<file path="src/rtl/bmult_acc_stage_if.sv">
// rtl/bmult_acc_stage_if.sv - product stream in, dot-product result out, for bmult_acc_stage
interface bmult_acc_stage_if #(
  parameter int ACC_W = 32,
  parameter int LEN_W = 8
);
  logic             p_valid;
  logic             p_last;
  logic [23:0]      P;
  logic             flush;
  logic             out_valid;
  logic             out_ready;
  logic [ACC_W-1:0] out_sum;
  logic [LEN_W-1:0] out_count;
  logic             out_ovf;

  modport master (
    output p_valid, p_last, P, flush, out_ready,
    input  out_valid, out_sum, out_count, out_ovf
  );

  modport slave (
    input  p_valid, p_last, P, flush, out_ready,
    output out_valid, out_sum, out_count, out_ovf
  );
endinterface

</file>
<file path="src/rtl/bmult_acc_stage.sv">
// rtl/bmult_acc_stage.sv - per-vector accumulator with one-entry result register; BMULT_ACC_SAT_EN selects clamping on overflow
module bmult_acc_stage #(
  parameter int ACC_W = 32,
  parameter int LEN_W = 8
) (
  input  logic             clk,
  input  logic             rst,
  bmult_acc_stage_if.slave bus,
  output logic             overrun
);
  localparam logic [0:0]       S_IDLE  = 1'b0;
  localparam logic [0:0]       S_ACCUM = 1'b1;
  localparam logic [LEN_W-1:0] CNT_MAX = '1;

  logic [0:0]       state;
  logic [ACC_W-1:0] acc;
  logic [LEN_W-1:0] cnt;
  logic             ovf;

  logic [ACC_W-1:0] hold_sum;
  logic [LEN_W-1:0] hold_count;
  logic             hold_ovf;
  logic             hold_valid;

  logic             beat;
  logic             done;
  logic             pop;
  logic [ACC_W-1:0] base;
  logic [ACC_W:0]   sum_ext;
  logic             ovf_next;
  logic [ACC_W-1:0] sum_next;
  logic [LEN_W-1:0] cnt_next;

  // Next accumulator/count/overflow values for a beat arriving this cycle
  always_comb begin
    beat     = bus.p_valid & ~bus.flush;
    done     = beat & bus.p_last;
    pop      = hold_valid & bus.out_ready;
    base     = (state == S_IDLE) ? '0 : acc;
    sum_ext  = {1'b0, base} + {{(ACC_W + 1 - 24){1'b0}}, bus.P};
    ovf_next = ((state == S_ACCUM) & ovf) | sum_ext[ACC_W];
`ifdef BMULT_ACC_SAT_EN
    // Once the vector has overflowed, the sum is pinned at all-ones
    sum_next = ovf_next ? '1 : sum_ext[ACC_W-1:0];
`else
    sum_next = sum_ext[ACC_W-1:0];
`endif
    cnt_next = (cnt == CNT_MAX) ? cnt : cnt + 1'b1;
  end

  // Accumulator FSM: flush beats any coincident beat; a last beat returns to IDLE
  always_ff @(posedge clk) begin
    if (rst || bus.flush || done) begin
      state <= S_IDLE;
      acc   <= '0;
      cnt   <= '0;
      ovf   <= 1'b0;
    end else if (beat) begin
      state <= S_ACCUM;
      acc   <= sum_next;
      cnt   <= cnt_next;
      ovf   <= ovf_next;
    end
  end

  // Holding register: load on completion when empty or popping, else drop and flag
  always_ff @(posedge clk) begin
    if (rst) begin
      hold_valid <= 1'b0;
      hold_sum   <= '0;
      hold_count <= '0;
      hold_ovf   <= 1'b0;
      overrun    <= 1'b0;
    end else if (done && (!hold_valid || pop)) begin
      hold_valid <= 1'b1;
      hold_sum   <= sum_next;
      hold_count <= cnt_next;
      hold_ovf   <= ovf_next;
    end else if (done) begin
      overrun    <= 1'b1;
    end else if (pop) begin
      hold_valid <= 1'b0;
    end
  end

  assign bus.out_valid = hold_valid;
  assign bus.out_sum   = hold_sum;
  assign bus.out_count = hold_count;
  assign bus.out_ovf   = hold_ovf;
endmodule

</file>
<file path="src/flat_wrapper.sv">
// flat-port wrapper written by rule: the top's interface ports become plain ports
module bmult_acc_stage_flat 
#(
  parameter int ACC_W = 32,
  parameter int LEN_W = 8
)
  (clk, rst, overrun, bus_p_valid, bus_p_last, bus_P, bus_flush, bus_out_ready, bus_out_valid, bus_out_sum, bus_out_count, bus_out_ovf);
  bmult_acc_stage_if #(.ACC_W(ACC_W), .LEN_W(LEN_W)) bus_i ();
  input  logic clk;
  input  logic rst;
  output logic overrun;
  input wire logic [$bits(bus_i.p_valid)-1:0] bus_p_valid;
  input wire logic [$bits(bus_i.p_last)-1:0] bus_p_last;
  input wire logic [$bits(bus_i.P)-1:0] bus_P;
  input wire logic [$bits(bus_i.flush)-1:0] bus_flush;
  input wire logic [$bits(bus_i.out_ready)-1:0] bus_out_ready;
  output wire logic [$bits(bus_i.out_valid)-1:0] bus_out_valid;
  output wire logic [$bits(bus_i.out_sum)-1:0] bus_out_sum;
  output wire logic [$bits(bus_i.out_count)-1:0] bus_out_count;
  output wire logic [$bits(bus_i.out_ovf)-1:0] bus_out_ovf;
  assign bus_i.p_valid = bus_p_valid;
  assign bus_i.p_last = bus_p_last;
  assign bus_i.P = bus_P;
  assign bus_i.flush = bus_flush;
  assign bus_i.out_ready = bus_out_ready;
  assign bus_out_valid = bus_i.out_valid;
  assign bus_out_sum = bus_i.out_sum;
  assign bus_out_count = bus_i.out_count;
  assign bus_out_ovf = bus_i.out_ovf;
  bmult_acc_stage #(.ACC_W(ACC_W), .LEN_W(LEN_W)) u_core (.clk(clk), .rst(rst), .bus(bus_i), .overrun(overrun));
endmodule
</file>
<file path="config.mk">
export PLATFORM = sky130hd
export DESIGN_NAME = bmult_acc_stage_flat
export DESIGN_NICKNAME = d
export VERILOG_FILES = /design/src/rtl/bmult_acc_stage_if.sv /design/src/rtl/bmult_acc_stage.sv /design/src/flat_wrapper.sv
export SDC_FILE = /design/constraint.sdc
export NUM_CORES = 1
export LEC_CHECK = 0
export CORE_MARGIN = 4
export CORE_UTILIZATION = 50
export CTS_CLUSTER_DIAMETER = 120
export DETAILED_ROUTE_END_ITERATION = 8
export HOLD_SLACK_MARGIN = 0.03
export PLACE_DENSITY_LB_ADDON = 0.05
export RECOVER_POWER = 25
export SLEW_MARGIN = 10
export SYNTH_ARGS = -nofsm -noshare
export SYNTH_HDL_FRONTEND = slang
export SYNTH_SLANG_ARGS = --single-unit
export TNS_END_PERCENT = 50
</file>
<file path="constraint.sdc">
create_clock -name clk -period 6.9 [get_ports clk]
set_clock_uncertainty 0.15 [all_clocks]
set_input_delay 1.38 -clock clk [delete_from_list [all_inputs] [get_ports clk]]
set_output_delay 1.38 -clock clk [all_outputs]
set_load 0.02 [all_outputs]
</file>
==> flow_summary_export.csv, run 1 <==
group,metric,value,unit
critical_path,cp_slowest_cell,"clkbuf_1",
place,port_buffers,72,
critical_path,critPathArrivalTime,5100,ps
critical_path,end_kind,"flip-flop",
critical_path,cp.required,7040,ps
clock_tree,htree_num_levels,3,
die,start_util,51.7,%
global_route,antenna_found_initial,0,
final_layout,fillCellCount,922,
sta,hold-worst-slack,303,ps
route,drt_first_pass_iters,5,
synth,synth-xor-area-share,4.31,%
final_layout,antenna_cells,0,
synth,synth_edf_count,0,
clock_tree,cts_tree,"yes",
route,vias_per_cell,5.89,
critical_path,crit_chain,"dlygate4sd3_1 > nor2b_2 > clkbuf_1 > nand3_2 > buf_4 > or4_1 > a31oi_1",
die,ios,73,
pwr,ir_worst_vdd,0.123,mV
synth,yosysWarnings,0,
global_route,grt_usage,24.0,%
clock_tree,post_cts_buffers,0,
synth,muxShareOfSynthArea,0.591,%
clock_tree,cts_sinks,85,
die,rows,36,
synth,synth-compound-area-share,23.5,%
route,wire_per_inst,16.1,um
sta,worstMarginPinSlew,2070,ps
die,die_area,11800,um2
critical_path,critical_path_class,"in -> reg",
synth,synthFlopType,"dfxtp_1",
run_status,status,"finished, violations left",
sta,setup_viol,0,
synth,synth-seq-cells,85,
synth,syn_nets,705,
pwr,p_per_area,177,nW/um2
sta,setup_tns,0,ps
route,routed_wl,13.4,mm
synth,netlist_area,5080,um2
hold_path,hp-class,"reg -> reg",
synth,netlist_instances,649,
route,vias,4911,
place,hpwl,9.33,mm
clock_tree,cts-root-buf,"clkbuf_8",
final_layout,final_layout_size_suffix_gt1_share,6.56,%
die,fp.dieW,109,um
critical_path,critPathMaxFanout,33,
global_route,overflow,0,
final_layout,fin_nets,752,
clock_tree,clock_path_buffers,2,
clock_tree,clk_pin_slew,90,ps
critical_path,cp-start-kind,"input pin",
die,coreArea,9820,um2
route,remaining_drc_errors,0,
run_status,violations,"max-capacitance violations, max-slew violations",
die,die_h,109,um
sta,drv_slew,79,
sta,rsz0062_at_grt,"no",
global_route,grt_pass1_vias,4799,
critical_path,cpPeakStageDelay,1190,ps
sta,fin_crit_sh,71.9,%
synth,async_flop_share,0,%
final_layout,area_delta_synth_final,19.8,%
synth,yosysUniqueCellTypes,62,
synth,synth_area_per_cell,7.83,um2
global_route,grt_max_degree,61,
clock_tree,cts_hold_buf,0,
synth,yosysSeqAreaShare,33.5,%
route,ant_nets,0,
clock_tree,post_cts_resized,0,
sta,hold_violations,0,
synth,synth_top_family_by_area,"simple AND/OR/NAND/NOR gates",
sta,fmax,202,MHz
synth,synthSimpleGateAreaFrac,27.5,%
clock_tree,clock_latency,370,ps
sta,min_period,4960,ps
clock_tree,cts_buffers,9,
global_route,grt_pass1_wl,22.9,mm
route,drt-initial-drc-count,246,
place,routabilityCongestion,0.881,
synth,yosys.area_share.adder,6.55,%
flow_run,cap_violations,2,
sta,slew_headroom,-38.0,%
pwr,leakagePower,2.29,nW
-- where the power goes --
part | total, mW | leakage [nW] | switching, mW | internal (mW)
Clock | 0.443 | 0.120 | 0.191 | 0.252
Sequential | 0.507 | 0.689 | 0.00549 | 0.501
Combinational | 0.129 | 1.48 | 0.0775 | 0.0513
-- cell usage in the layout, fill, tap and decap left out, types with 12 or more instances in the layout --
cell type / n
nand4_1: 14
a21oi_1: 65
clkdlybuf4s50_1: 47
dfxtp_1: 85
o21ai_0: 18
a211oi_1: 15
ha_1: 25
and2_1: 28
nand3_1: 31
nor2_1: 45
xor2_1: 14
dlygate4sd3_1: 24
or4_1: 12
nand2_1: 109
-- cell families (layout without fill, tap and decap cells) --
group / Yosys count / count (layout)
simple gates: 285 / 285
flops: 85 / 85
compound gates: 178 / 178
xor+xnor: 25 / 25
fa+ha+maj: 26 / 26
mux: 3 / 3
buf+inv: 47 / 99
-- cell type report --
cell class | instances | area [um2] | area share, %
inverter | 4 | 15.0 | 0.247
multi-input combinational | 517 | 3190 | 52.5
sequential | 85 | 1700 | 28.0
clock buffer | 11 | 141 | 2.32
tap | 133 | 166 | 2.73
clock inverter | 5 | 106 | 1.75
timing repair buffer | 79 | 761 | 12.5
-- per-layer routing --
| layer | vias to the layer above | GRT usage, % | routed length [um] |
|---|---|---|---|
| met5 | - | 0 | 0 |
| met4 | 0 | 9.02 | 243 |
| met3 | 17 | 3.14 | 676 |
| met2 | 139 | 41.1 | 6500 |
| met1 | 2316 | 30.8 | 5980 |
| li1 | 2439 | - | - |
-- registers in the layout, summed over array words and instances, names as in the netlist, 8 cells and up --
name	flops
u_core.acc	32
u_core.bus.out_count	8
u_core.bus.out_sum	32
u_core.cnt	8
-- final timing paths --
kind	startpoint	end	slack [ps]	cells after the start
worst min-delay path	u_core.bus.out_sum[0]	u_core.bus.out_sum[0]	300	2
worst min register to register	u_core.bus.out_sum[0]	u_core.bus.out_sum[0]	300	2
worst max-delay path	bus_p_valid	u_core.bus.out_sum[27]	1940	7
worst max register to register	u_core.state	u_core.bus.out_sum[24]	3780	11
-- worst max-delay path: cells and delay by family --
kind	cells	cell delay (ps)
compound gates	1	160
simple gates	3	1310
buf+inv	3	2220
-- synthesized netlist by cell type (5+ instances only) --
cell      count  area, um2
a211oi_1     16        120
nor3_1        8       40.0
a21oi_2       7       61.3
xnor2_1      11       96.3
or4_1        12       90.1
o21bai_1      6       45.0
ha_1         25        313
a311oi_1      5       43.8
o21a_1        6       45.0
xor2_1       14        123
nand4_1      14       87.6
nand3b_1      8       60.1
clkbuf_1     29        109
nor2_1       46        173
dfxtp_1      85       1700
a31oi_1       9       56.3
nand2_1     109        409
a21o_1        9       67.6
nand3_1      32        160
o211ai_1      5       37.5
buf_2         9       45.0
a21oi_1      65        325
o21ai_0      18       90.1
or3_1         6       37.5
and2_1       28        175
-- metrics by stage --
stage          power [mW]  instances  cell area, um2  utilization [%]  setup slack [ps]
2_1_floorplan       0.595        649            5080                -              3540
3_3_place_gp        0.648        818            5840             59.5              2780
3_5_place_dp        0.649        818            5840             59.5              2690
4_1_cts              1.09        834            6090             62.0              3090
5_1_grt              1.12        834            6080             62.0              1730
6_report             1.08        834            6080             62.0              1940
Note: power is estimated with default switching activity, not from simulation.
==> inputs of run 2 (changes only) <==
==> constraint.sdc (replaced) <==
create_clock -name clk -period 4.1 [get_ports clk]
set_clock_uncertainty 0.15 [all_clocks]
set_input_delay 0.82 -clock clk [delete_from_list [all_inputs] [get_ports clk]]
set_output_delay 0.82 -clock clk [all_outputs]
set_load 0.02 [all_outputs]
==> run 2 against run 1 <==
The flow still finishes with violations (max-capacitance violations, max-slew violations). Setup slack worse by 1200 ps. Largest cell class unchanged. Critical endpoint is now u_core.bus.out_sum[29]. Sequential share of layout area about the same. Via count down 0.37%. Combinational power up 71%. Flip-flop and latch count unchanged. Core utilization up 0.077 points. Final cell count up 0.48%.
==> flow_summary_export.csv, run 2 (same netlist as run 1, synthesis figures left out) <==
group,metric,value,unit
run_status,status,"finished, violations left",
run_status,violations,"max-capacitance violations, max-slew violations",
final_layout,fillCellCount,940,
pwr,power,1.74,mW
die,fp.dieW,109,um
die,ios,73,
critical_path,critical_path_class,"reg -> reg",
die,start_util,51.7,%
critical_path,critPathLaunch,"u_core.state",
global_route,grt_pass1_wl,23.1,mm
die,coreArea,9820,um2
hold_path,holdPathStages,2,
clock_tree,clock_latency,370,ps
final_layout,antenna_cells,0,
critical_path,cp-start-kind,"flip-flop",
place,routabilityCongestion,0.929,
clock_tree,cts_tree,"yes",
critical_path,timing.rr.start,"u_core.state",
final_layout,final_cells,838,
critical_path,timing.rr.end,"u_core.bus.out_sum[29]",
die,rows,36,
pwr,leakagePower,2.33,nW
pwr,p_per_area,285,nW/um2
final_layout,finish.utilization,62.0,%
sta,slew_headroom,-8.43,%
place,place_inst,822,
sta,setup_viol,0,
clock_tree,cts_hold_buf,0,
global_route,grt_usage,24.5,%
global_route,grt_pass1_vias,4695,
route,wire_per_inst,16.7,um
clock_tree,post_cts_resized,0,
route,drt_first_pass_iters,4,
sta,worstMarginPinSlew,1630,ps
clock_tree,post_cts_buffers,0,
final_layout,area_delta_synth_final,20.0,%
final_layout,final_layout_size_suffix_gt1_share,7.23,%
final_layout,seq_area,1700,um2
global_route,antenna_found_initial,0,
final_layout,layout_commonest_cell,"nand2_1",
sta,drv_slew,32,
final_layout,layout_common_cells,"nand2_1 (109), dfxtp_1 (85), a21oi_1 (65)",
route,drt-initial-drc-count,279,
clock_tree,cts-root-buf,"clkbuf_8",
critical_path,critPathMaxFanout,22,
place,port_buffers,72,
final_layout,multiInputGateArea,3190,um2
final_layout,fin_nets,756,
sta,hold_violations,0,
sta,hold-worst-slack,303,ps
sta,fin_crit_sh,82.6,%
sta,fmax,295,MHz
route,vias,4893,
die,die_h,109,um
sta,min_period,3390,ps
die,die_area,11800,um2
critical_path,cp.required,4240,ps
clock_tree,clk_pin_slew,100,ps
sta,setup_tns,0,ps
critical_path,critPathArrivalTime,3520,ps
global_route,grt_max_degree,57,
critical_path,reg2regPathDepth,10,
critical_path,reg2reg_setup_slack,710,ps
critical_path,crit_end,"u_core.bus.out_sum[29]",
place,hpwl,9.94,mm
flow_run,cap_violations,1,
hold_path,hp-class,"reg -> reg",
global_route,overflow,0,
pwr,ir_worst_vdd,0.196,mV
route,remaining_drc_errors,0,
route,routed_wl,14.0,mm
clock_tree,cts_sinks,85,
clock_tree,cts_buffers,9,
route,vias_per_cell,5.84,
route,ant_nets,0,
clock_tree,clock_path_buffers,2,
clock_tree,htree_num_levels,3,
sta,rsz0062_at_grt,"no",
critical_path,end_kind,"flip-flop",
run 2: cell type report:
type / instances / area share (%)
Clock buffer: 10 / 2.26
Tap cell: 133 / 2.73
Multi-Input combinational cell: 517 / 52.4
Clock inverter: 6 / 1.21
Timing Repair Buffer: 83 / 13.2
Sequential cell: 85 / 27.9
Inverter: 4 / 0.246
run 2: per-stage QoR:
step	instance area, um2	setup slack, ps
global placement	5890	644
global route	6090	426
floorplan	5080	1220
finish	6090	711
CTS	6100	736
detailed placement	5890	590
run 2: critical path, stage by stage (launching register included):
cell	delay, ps
dfxtp_1	760
buf_4	370
and2_1	160
ha_1	320
a21oi_1	210
nor2b_1	60
o21ai_0	380
o21ai_1	160
a22o_1	320
xor2_1	180
a211oi_1	230
run 2: where the power goes:
| group | internal (mW) | switching, mW |
|---|---|---|
| Sequential | 0.844 | 0.0106 |
| Clock | 0.310 | 0.354 |
| Combinational | 0.0886 | 0.132 |
run 2: layer usage:
metal	vias to the layer above	global-route usage (%)	share of wire (%)
met5	-	0	0
met4	0	6.76	1.2
met3	14	3.55	5.5
met2	136	42.2	49
met1	2300	32.1	45
li1	2443	-	-
run 2: how the worst min path moves through the flow:
stage                            start                      end  slack (ps)
2_1_floorplan            u_core.acc[0]            u_core.acc[0]         280
3_3_place_gp             u_core.acc[5]            u_core.acc[5]         290
3_5_place_dp   u_core.bus.out_count[2]  u_core.bus.out_count[2]         300
4_1_cts         u_core.bus.out_sum[15]   u_core.bus.out_sum[15]         310
5_1_grt                 u_core.acc[11]           u_core.acc[11]         320
6_report       u_core.bus.out_count[0]  u_core.bus.out_count[0]         300
==> inputs of run 3 (changes only) <==
==> constraint.sdc (replaced) <==
create_clock -name clk -period 2.72 [get_ports clk]
set_clock_uncertainty 0.15 [all_clocks]
set_input_delay 0.544 -clock clk [delete_from_list [all_inputs] [get_ports clk]]
set_output_delay 0.544 -clock clk [all_outputs]
set_load 0.02 [all_outputs]
==> run 3 against run 2 <==
The flow now finishes without violations. Flip-flop and latch count did not move. Sequential share of layout area shrank 3.9 points. Setup slack got worse by 700 ps. First-iteration DRC count decreased by 2.2%. Fmax is 25% higher. Core utilization is 10 points higher. Cell area up 16%. Hold slack about the same. Global-route usage up 1.1 points. Highest routed layer unchanged.
==> flow_summary_export.csv, run 3 (same netlist as run 1, synthesis figures left out) <==
group,metric,value,unit
route,wl_met1,6.75,mm
clock_tree,cts-root-buf,"clkbuf_8",
clock_tree,htree_num_levels,3,
die,fp.dieW,109,um
critical_path,cp-start-kind,"flip-flop",
die,die_h,109,um
final_layout,layout_commonest_cell,"nand2_1",
critical_path,critPathMaxFanout,8,
die,ios,73,
place,hpwl,11.0,mm
sta,drv_slew,0,
clock_tree,clock_path_buffers,2,
final_layout,antenna_cells,0,
global_route,antenna_found_initial,0,
sta,setup_viol,0,
clock_tree,cts_tree,"yes",
sta,fmax,369,MHz
sta,setup_tns,0,ps
global_route,grt_pass1_vias,5050,
global_route,grt_max_degree,34,
place,routabilityCongestion,0.921,
sta,hold_violations,0,
place,place_inst,896,
critical_path,cp.required,2830,ps
sta,slew_headroom,59.8,%
route,vias_per_cell,5.77,
global_route,grt_pass1_wl,24.2,mm
sta,fin_crit_sh,99.5,%
final_layout,layout_common_cells,"nand2_1 (108), buf_4 (86), dfxtp_1 (84)",
route,routed_wl,15.4,mm
clock_tree,clock_latency,370,ps
flow_run,cap_violations,0,
route,drt-initial-drc-count,273,
sta,worstMarginPinSlew,602,ps
critical_path,critical_path_class,"reg -> reg",
sta,rsz0062_at_grt,"yes",
final_layout,area_delta_synth_final,39.7,%
final_layout,finish.utilization,72.2,%
final_layout,fillCellCount,823,
route,remaining_drc_errors,0,
route,vias,5312,
critical_path,critPathArrivalTime,2820,ps
final_layout,final_cells,921,
pwr,leakagePower,2.72,nW
route,wl_met3,812,um
route,highest_layer,"met4",
hold_path,hp-class,"reg -> reg",
pwr,p_per_area,375,nW/um2
global_route,grt_usage,25.7,%
die,start_util,51.7,%
clock_tree,cts_buffers,9,
pwr,power,2.66,mW
die,coreArea,9820,um2
run_status,status,"finished, final reports clean",
sta,min_period,2710,ps
route,wire_per_inst,16.7,um
die,die_area,11800,um2
clock_tree,clk_pin_slew,100,ps
route,drt_first_pass_iters,5,
route,wl_met2,7.63,mm
final_layout,final_layout_size_suffix_gt1_share,23.6,%
pwr,ir_worst_vdd,0.258,mV
route,ant_nets,0,
final_layout,fin_nets,839,
die,rows,36,
place,port_buffers,72,
clock_tree,cts_sinks,85,
critical_path,end_kind,"flip-flop",
global_route,overflow,0,
## run 3: changes by cell type in the layout (fill, tap and decap cells not counted), sizes merged
cell	before	now
clkinv	0	3
clkbuf	11	12
dlymetal6s2s	0	2
dlygate4sd3	30	14
clkinvlp	0	1
buf	11	92
inv	9	6
clkdlybuf4s50	41	55
## run 3: where the power goes
part           total, mW  switching, mW  internal [mW]
clock              0.959          0.520          0.439
sequential          1.29         0.0148           1.27
combinational      0.412          0.224          0.188
total               2.66          0.759           1.90
## run 3: metrics by stage
| step | hold WS, ps | worst slack (ps) | area (um2) |
|---|---|---|---|
| after global placement | 287 | -469 | 6450 |
| after floorplan | 282 | 4.73 | 5090 |
| after global routing | 320 | -89.3 | 7090 |
| final | 303 | 13.4 | 7090 |
| after CTS | 305 | -31.5 | 6800 |
| after detailed placement | 292 | -505 | 6450 |
## run 3: area by class of cell
type	instances	area [um2]	share of cell area, %
Clock buffer	9	124	1.75
Clock inverter	7	82.6	1.16
Inverter	4	15.0	0.212
Multi-Input combinational cell	517	3560	50.1
Sequential cell	85	1700	24.0
Tap cell	133	166	2.35
Timing Repair Buffer	166	1450	20.4
## run 3: per-layer routing
layer  up-vias  track usage [%]
met2       154             44.9
met1      2535             32.3
met4         0             7.57
met5         -                0
li1       2608                -
met3        15             4.44
## run 3: what timing repair did
| item | 4_1_cts | 5_1_grt |
|---|---|---|
| hold buffers | 0 | 0 |
| gates resized for setup | 21 | 53 |
| setup endpoints to repair | 22 | 39 |
| pin swaps | 4 | 29 |
| endpoints found under the hold margin | 0 | 0 |
| setup buffers | 0 | 10 |
## run 3: path summary, 6_finish.rpt
kind	from	endpoint	slack, ps	cells past startpoint
setup / recovery	u_core.state	u_core.bus.out_sum[30]	10	12
hold / removal	u_core.bus.out_sum[12]	u_core.bus.out_sum[12]	300	2
setup reg to reg	u_core.state	u_core.bus.out_sum[30]	10	12
hold reg to reg	u_core.bus.out_sum[12]	u_core.bus.out_sum[12]	300	2
## run 3: critical path, stage by stage, from the launching register on
cell     delay, ps
dfxtp_2        340
buf_6          140
buf_4          140
and2_4         140
ha_4           280
buf_4          120
nand2_1         90
o21ai_2        190
a21oi_1        120
o21a_2         270
o21ai_4        240
mux2i_1        280
o21ai_1        100
